<file path="config.mk">
export PLATFORM = sky130hd
export DESIGN_NAME = sram_line_scheduler_flat
export DESIGN_NICKNAME = d
export VERILOG_FILES = /design/src/rtl/sram_line_scheduler_if.sv /design/src/rtl/sram_line_scheduler.sv /design/src/flat_wrapper.sv
export SDC_FILE = /design/constraint.sdc
export NUM_CORES = 1
export LEC_CHECK = 0
export ABC_AREA = 1
export BUFFER_PORTS_ARGS = -buffer_cell sky130_fd_sc_hd__buf_4
export CORE_MARGIN = 5
export CORE_UTILIZATION = 52
export DETAILED_ROUTE_END_ITERATION = 8
export GPL_ROUTABILITY_DRIVEN = 0
export PLACE_DENSITY = 0.76
export SYNTH_ARGS = -nofsm -noshare
export SYNTH_HDL_FRONTEND = slang
export SYNTH_SLANG_ARGS = --single-unit
</file>
<file path="constraint.sdc">
create_clock -name clk -period 4.3 [get_ports clk]
set_input_delay 0 -clock clk [delete_from_list [all_inputs] [get_ports clk]]
set_output_delay 0 -clock clk [all_outputs]
set_load 0.02 [all_outputs]
</file>
<file path="src/rtl/sram_line_scheduler_if.sv">
// Signal bundle between the video timing source (master) and the line-buffer sequencer (slave).
interface sram_line_scheduler_if #(
    parameter int NUM = 5,
    parameter int AW  = 11
);
    localparam int NW = (NUM > 1) ? $clog2(NUM) : 1;

    logic            vsync;
    logic            hsync;
    logic [NUM-1:0]  bank_we;
    logic [NUM-1:0]  bank_re;
    logic [AW-1:0]   bank_addr;
    logic [NW-1:0]   oldest_bank;
    logic [AW-1:0]   col_cnt;
    logic [10:0]     row_cnt;
    logic            win_valid;
    logic [NUM-1:0]  win_row_vld;
    logic            frame_done;
    logic            err_line;

    modport master (
        output vsync, hsync,
        input  bank_we, bank_re, bank_addr, oldest_bank, col_cnt, row_cnt,
               win_valid, win_row_vld, frame_done, err_line
    );

    modport slave (
        input  vsync, hsync,
        output bank_we, bank_re, bank_addr, oldest_bank, col_cnt, row_cnt,
               win_valid, win_row_vld, frame_done, err_line
    );
endinterface

</file>
<file path="src/rtl/sram_line_scheduler.sv">
// Write-bank rotation, shared addressing and window-ready tracking for a NUM-line SRAM buffer.
// Optional border mode (define SRAM_SCHED_BORDER_EN): windows from row 0 with per-tap valid flags.
module sram_line_scheduler #(
    parameter int NUM        = 5,
    parameter int IMG_WIDTH  = 1920,
    parameter int IMG_HEIGHT = 1080,
    parameter int AW         = 11
) (
    input  logic                 clk,
    input  logic                 rst,
    sram_line_scheduler_if.slave bus
);
    localparam int NW = (NUM > 1) ? $clog2(NUM) : 1;

    typedef enum logic [2:0] {
        S_IDLE,
        S_WAIT,
        S_ACTIVE,
        S_LEOL,
        S_DONE
    } state_t;

    state_t          r_state;
    logic            r_vs_d;
    logic [NW-1:0]   r_wr_ptr;
    logic [NW-1:0]   r_oldest;
    logic [NW-1:0]   r_filled;
    logic [AW-1:0]   r_col;
    logic [10:0]     r_row;
    logic            r_last;
    logic            r_err;
    logic [NUM-1:0]  r_bank_we;
    logic [NUM-1:0]  r_bank_re;
    logic [AW-1:0]   r_bank_addr;
    logic            r_win_valid;
    logic            r_frame_done;

    logic            w_rise;
    logic            w_pix;
    logic            w_col_full;
    logic            w_win_ok;
    logic [NUM-1:0]  w_we_onehot;
    logic [NW-1:0]   w_ptr_next;
    logic [NW-1:0]   w_filled_next;

    function automatic logic [NW-1:0] f_next(input logic [NW-1:0] p);
        return (p == NW'(NUM - 1)) ? '0 : p + 1'b1;
    endfunction

    assign w_rise        = bus.vsync & ~r_vs_d;
    assign w_pix         = bus.vsync & bus.hsync & ((r_state == S_WAIT) | (r_state == S_ACTIVE));
    assign w_col_full    = (r_col == AW'(IMG_WIDTH));
    assign w_we_onehot   = {{(NUM-1){1'b0}}, 1'b1} << r_wr_ptr;
    assign w_ptr_next    = f_next(r_wr_ptr);
    assign w_filled_next = (r_filled == NW'(NUM - 1)) ? r_filled : r_filled + 1'b1;

`ifdef SRAM_SCHED_BORDER_EN
    // Tap k (0 = oldest) holds frame data once k >= NUM-1-filled.
    function automatic logic [NUM-1:0] f_row_mask(input logic [NW-1:0] filled);
        logic [NUM-1:0] m;
        m = '0;
        for (int unsigned k = 0; k < NUM; k++) begin
            if (k + 32'(filled) >= 32'(NUM - 1)) m[k] = 1'b1;
        end
        return m;
    endfunction

    logic [NUM-1:0] r_win_row_vld;

    always_ff @(posedge clk) begin
        if (rst) begin
            r_win_row_vld <= '0;
        end else if (w_rise) begin
            r_win_row_vld <= f_row_mask('0);
        end else if (r_state == S_LEOL) begin
            r_win_row_vld <= f_row_mask(w_filled_next);
        end
    end

    assign bus.win_row_vld = r_win_row_vld;
    assign w_win_ok        = 1'b1;
`else
    assign bus.win_row_vld = '1;
    assign w_win_ok        = (r_filled == NW'(NUM - 1));
`endif

    always_ff @(posedge clk) begin
        if (rst) begin
            r_state      <= S_IDLE;
            r_vs_d       <= 1'b0;
            r_wr_ptr     <= '0;
            r_oldest     <= '0;
            r_filled     <= '0;
            r_col        <= '0;
            r_row        <= '0;
            r_last       <= 1'b0;
            r_err        <= 1'b0;
            r_bank_we    <= '0;
            r_bank_re    <= '0;
            r_bank_addr  <= '0;
            r_win_valid  <= 1'b0;
            r_frame_done <= 1'b0;
        end else begin
            r_vs_d       <= bus.vsync;
            r_bank_we    <= '0;
            r_bank_re    <= '0;
            r_win_valid  <= 1'b0;
            r_frame_done <= 1'b0;

            if (w_rise) begin
                // A vsync rise in any state starts a fresh frame without frame_done.
                r_state  <= S_WAIT;
                r_wr_ptr <= '0;
                r_oldest <= f_next('0);
                r_filled <= '0;
                r_col    <= '0;
                r_row    <= '0;
                r_last   <= 1'b0;
                r_err    <= 1'b0;
            end else begin
                unique case (r_state)
                    S_IDLE: begin
                        r_state <= S_IDLE;
                    end
                    S_WAIT: begin
                        if (!bus.vsync) begin
                            r_state      <= S_DONE;
                            r_frame_done <= 1'b1;
                        end else if (bus.hsync) begin
                            r_state <= S_ACTIVE;
                        end
                    end
                    S_ACTIVE: begin
                        if (!bus.vsync || !bus.hsync) r_state <= S_LEOL;
                    end
                    S_LEOL: begin
                        r_wr_ptr <= w_ptr_next;
                        r_oldest <= f_next(w_ptr_next);
                        r_filled <= w_filled_next;
                        r_col    <= '0;
                        if (!w_col_full) r_err <= 1'b1;
                        // Row saturates on the last line; a line beyond it is an error.
                        if (r_row == 11'(IMG_HEIGHT - 1)) begin
                            if (r_last) r_err <= 1'b1;
                            r_last <= 1'b1;
                        end else begin
                            r_row <= r_row + 1'b1;
                        end
                        if (!bus.vsync) begin
                            r_state      <= S_DONE;
                            r_frame_done <= 1'b1;
                        end else begin
                            r_state <= S_WAIT;
                        end
                    end
                    S_DONE: begin
                        r_state <= S_IDLE;
                    end
                    default: begin
                        r_state <= S_IDLE;
                    end
                endcase

                if (w_pix) begin
                    if (w_col_full) begin
                        r_err <= 1'b1;
                    end else begin
                        r_bank_we   <= w_we_onehot;
                        r_bank_re   <= ~w_we_onehot;
                        r_bank_addr <= r_col;
                        r_col       <= r_col + 1'b1;
                        r_win_valid <= w_win_ok;
                    end
                end
            end
        end
    end

    assign bus.bank_we     = r_bank_we;
    assign bus.bank_re     = r_bank_re;
    assign bus.bank_addr   = r_bank_addr;
    assign bus.oldest_bank = r_oldest;
    assign bus.col_cnt     = r_col;
    assign bus.row_cnt     = r_row;
    assign bus.win_valid   = r_win_valid;
    assign bus.frame_done  = r_frame_done;
    assign bus.err_line    = r_err;
endmodule

</file>
<file path="src/flat_wrapper.sv">
// flat-port wrapper written by rule: the top's interface ports become plain ports
module sram_line_scheduler_flat 
#(
    parameter int NUM        = 5,
    parameter int IMG_WIDTH  = 1920,
    parameter int IMG_HEIGHT = 1080,
    parameter int AW         = 11
)
  (clk, rst, bus_vsync, bus_hsync, bus_bank_we, bus_bank_re, bus_bank_addr, bus_oldest_bank, bus_col_cnt, bus_row_cnt, bus_win_valid, bus_win_row_vld, bus_frame_done, bus_err_line);
  sram_line_scheduler_if #(.NUM(NUM), .AW(AW)) bus_i ();
  input  logic clk;
  input  logic rst;
  input wire logic [$bits(bus_i.vsync)-1:0] bus_vsync;
  input wire logic [$bits(bus_i.hsync)-1:0] bus_hsync;
  output wire logic [$bits(bus_i.bank_we)-1:0] bus_bank_we;
  output wire logic [$bits(bus_i.bank_re)-1:0] bus_bank_re;
  output wire logic [$bits(bus_i.bank_addr)-1:0] bus_bank_addr;
  output wire logic [$bits(bus_i.oldest_bank)-1:0] bus_oldest_bank;
  output wire logic [$bits(bus_i.col_cnt)-1:0] bus_col_cnt;
  output wire logic [$bits(bus_i.row_cnt)-1:0] bus_row_cnt;
  output wire logic [$bits(bus_i.win_valid)-1:0] bus_win_valid;
  output wire logic [$bits(bus_i.win_row_vld)-1:0] bus_win_row_vld;
  output wire logic [$bits(bus_i.frame_done)-1:0] bus_frame_done;
  output wire logic [$bits(bus_i.err_line)-1:0] bus_err_line;
  assign bus_i.vsync = bus_vsync;
  assign bus_i.hsync = bus_hsync;
  assign bus_bank_we = bus_i.bank_we;
  assign bus_bank_re = bus_i.bank_re;
  assign bus_bank_addr = bus_i.bank_addr;
  assign bus_oldest_bank = bus_i.oldest_bank;
  assign bus_col_cnt = bus_i.col_cnt;
  assign bus_row_cnt = bus_i.row_cnt;
  assign bus_win_valid = bus_i.win_valid;
  assign bus_win_row_vld = bus_i.win_row_vld;
  assign bus_frame_done = bus_i.frame_done;
  assign bus_err_line = bus_i.err_line;
  sram_line_scheduler #(.NUM(NUM), .IMG_WIDTH(IMG_WIDTH), .IMG_HEIGHT(IMG_HEIGHT), .AW(AW)) u_core (.clk(clk), .rst(rst), .bus(bus_i));
endmodule
</file>
==> results.toml <==
[timing]
period_share_pct = 42.8
rsz0062_at_grt = "no"
fmax_mhz = 543
finalHoldViolCount = 0
clock_skew_ps = 9.22
worst_pin_slew_ps = 594
setup_tns_ps = 0
maxSlewViolCount = 0
period_minus_slack_ps = 1840
relSlewSlack_pct = 60.4
finalSetupViolations = 0
fin_ws_ps = 2460

[routing]
drt-vias-per-instance = 5.13
ant_nets = 0
dr.pass1.iters = 4
avgRoutedWirePerCell_um = 11.9
postRouteWirelength_um = 6340
drc = 0
vias = 2734
drt_iter0_drc = 170

[cts]
postCtsResizedCells = 0
cts_tree = "yes"
cts_setup_buffers = 0
cts_hold_buf = 3
ctsLongestPathBuffers = 2
cts_root_buffer = "clkbuf_8"
cts_buffers = 9
insertion_delay_ps = 340
cts_sinks = 60
htree_levels = 3
clk_pin_slew_ps = 60

[global_route]
grt_pass1_wl_um = 10700
use_met3_pct = 4.66
use_met2_pct = 30.0
grt_usage_pct = 18.1
gr-usage-met1_pct = 21.5
busiest_layer = "met2"
grt_max_degree = 21
antenna_found_initial = 0
first_global_vias = 2491
grt-ovfl-total = 0

[critical_path]
crit_chain = "inv_1 -> ha_1 -> nand2_1 -> nor2_2 -> nand3_2 -> nand2_4 -> nor2_4 -> inv_2 -> a21oi_1"
slowest_stage = "dfxtp_1"
crit_required_ps = 4530
endpoint_kind = "register"
critPathKind = "register to register"
rrSetupSlack_ps = 2460
start_kind = "register"
slowest_delay_ps = 350
crit_arrival_ps = 2070
crit_fanout = 17

[cells_and_area]
drive_gt1_share_pct = 19.3
layout_common_cells = "nand2_1, dfxtp_1, buf_4"
n_antenna_cell = 0
final_common_cell = "nand2_1"
syn_to_final_growth_pct = 22.8
fin_util_pct = 65.3
fin_nets = 472

[synth]
synthCells = 403
yosysTopAreaCell = "dfxtp_1"
ys_types = 33
synth_xor_area_share_pct = 0.903
syn_area_per_cell_um2 = 7.22
muxShareOfSynthArea_pct = 0
ys_warn_count = 0
synth_seq_cells = 60
synth_compound_area_share_pct = 11.6
ys_top_cells_by_area = "dfxtp_1, nand2_1, nor2_1, a21oi_1, ha_1"
synth-seq-area-share_pct = 41.3
synthAdderAreaFrac_pct = 5.16
synth_top_family_by_area = "simple AND/OR/NAND/NOR gates"
yosys.area_share.simple_pct = 30.9
synth_area_um2 = 2910
synth_top_area_share_pct = 41.3

[power_and_ir_drop]
ir_worst_vdd_mv = 0.245
leakagePower_nw = 1.46
powerDensity_nw_per_um2 = 349

[hold_path]
hp-class = "primary input to register"

[floorplan]
die_area_um2 = 7190
dieWidth_um = 84.8
coreArea_um2 = 5470
die_y_um = 84.8
io_pins = 58
row_count = 27
start_util_pct = 53.2

[status]
status = "complete, no violations"

[place]
port_buffers = 52
dp_hpwl_um = 4470
place_ws_ps = 2480

[job]
max-cap-violations = 0
critical path, delay by kind of cell, from the launching register on:
family / cells / cell delay [ps]
flops: 1 / 350
simple gates: 5 / 860
buf+inv: 2 / 300
compound gates: 1 / 60
fa+ha+maj: 1 / 170
stage by stage:
step | power (mW) | hold WS (ps) | instances | area, um2
6_report | 1.25 | 399 | 533 | 3570
5_1_grt | 1.29 | 423 | 533 | 3570
4_1_cts | 1.26 | 383 | 533 | 3570
3_5_place_dp | 0.625 | 202 | 514 | 3290
3_3_place_gp | 0.624 | 198 | 514 | 3290
2_1_floorplan | 0.617 | 69.1 | 407 | 2930
Yosys cell counts:
master / instances
a21boi_0: 1
a21oi_1: 34
a21oi_2: 3
buf_2: 6
buf_4: 8
buf_6: 2
clkbuf_1: 2
clkinv_1: 2
conb_1: 1
dfxtp_1: 60
ha_1: 12
inv_1: 37
inv_2: 7
nand2_1: 89
nand2_2: 1
nand2_4: 2
nand3_1: 22
nand3_2: 3
nand3b_1: 1
nand4_1: 16
nor2_1: 52
nor2_2: 3
nor2_4: 2
nor3_1: 8
nor4_1: 2
o2111ai_1: 1
o21ai_0: 17
o21ai_1: 2
o21bai_1: 1
o22ai_1: 2
o32ai_1: 1
xnor2_1: 1
xor2_1: 2
worst paths after layout:
check                                                 startpoint                                to  depth (start not counted)
worst max register to register  u_core.bus.col_cnt[0]$_SDFF_PP0_  u_core.bus.bank_re[0]$_SDFF_PP0_                          9
worst min-delay path                                   bus_vsync    u_core.r_state[2]$_SDFFE_PP0P_                          3
worst min register to register        u_core.r_last$_SDFFE_PP0P_        u_core.r_last$_SDFFE_PP0P_                          2
worst max-delay path            u_core.bus.col_cnt[0]$_SDFF_PP0_  u_core.bus.bank_re[0]$_SDFF_PP0_                          9
power by group:
group,switching (mW),leakage (nW),internal (mW)
logic,0.0362,0.847,0.0152
registers,0.00329,0.484,0.560
clock network,0.217,0.127,0.416
total,0.256,1.46,0.991
metal layers:
| layer | vias to the layer above | routed length (um) | part of all wire (%) |
|---|---|---|---|
| met5 | - | 0 | 0 |
| met4 | 0 | 128 | 2.0 |
| met3 | 14 | 429 | 6.8 |
| met2 | 85 | 2980 | 47 |
| met1 | 1218 | 2800 | 44 |
| li1 | 1417 | - | - |
kinds of logic (layout without fill, tap and decap cells):
kind of cell / count (synthesis) / in the layout
xor+xnor: 3 / 3
buf+inv: 64 / 118
fa+ha+maj: 12 / 12
flops: 60 / 60
simple gates: 201 / 201
other cells: 1 / 5
compound gates: 62 / 62
flip-flops by register name, indices dropped and copies added (netlist names):
signal                  flops
u_core.bus.bank_addr       11
u_core.bus.bank_re          5
u_core.bus.bank_we          5
u_core.bus.col_cnt         11
u_core.bus.err_line         1
u_core.bus.frame_done       1
u_core.bus.oldest_bank      3
u_core.bus.row_cnt         11
u_core.bus.win_valid        1
u_core.r_filled             3
u_core.r_last               1
u_core.r_state              3
u_core.r_vs_d               1
u_core.r_wr_ptr             3
layout make-up:
cell class / count / area (um2)
fill: 506 / 1900
multi-input combinational: 283 / 1430
sequential: 60 / 1200
timing repair buffer: 56 / 428
inverter: 46 / 173
clock buffer: 12 / 155
clock inverter: 4 / 95.1
tap: 72 / 90.1
No activity file was read; power rests on OpenSTA's default activity.
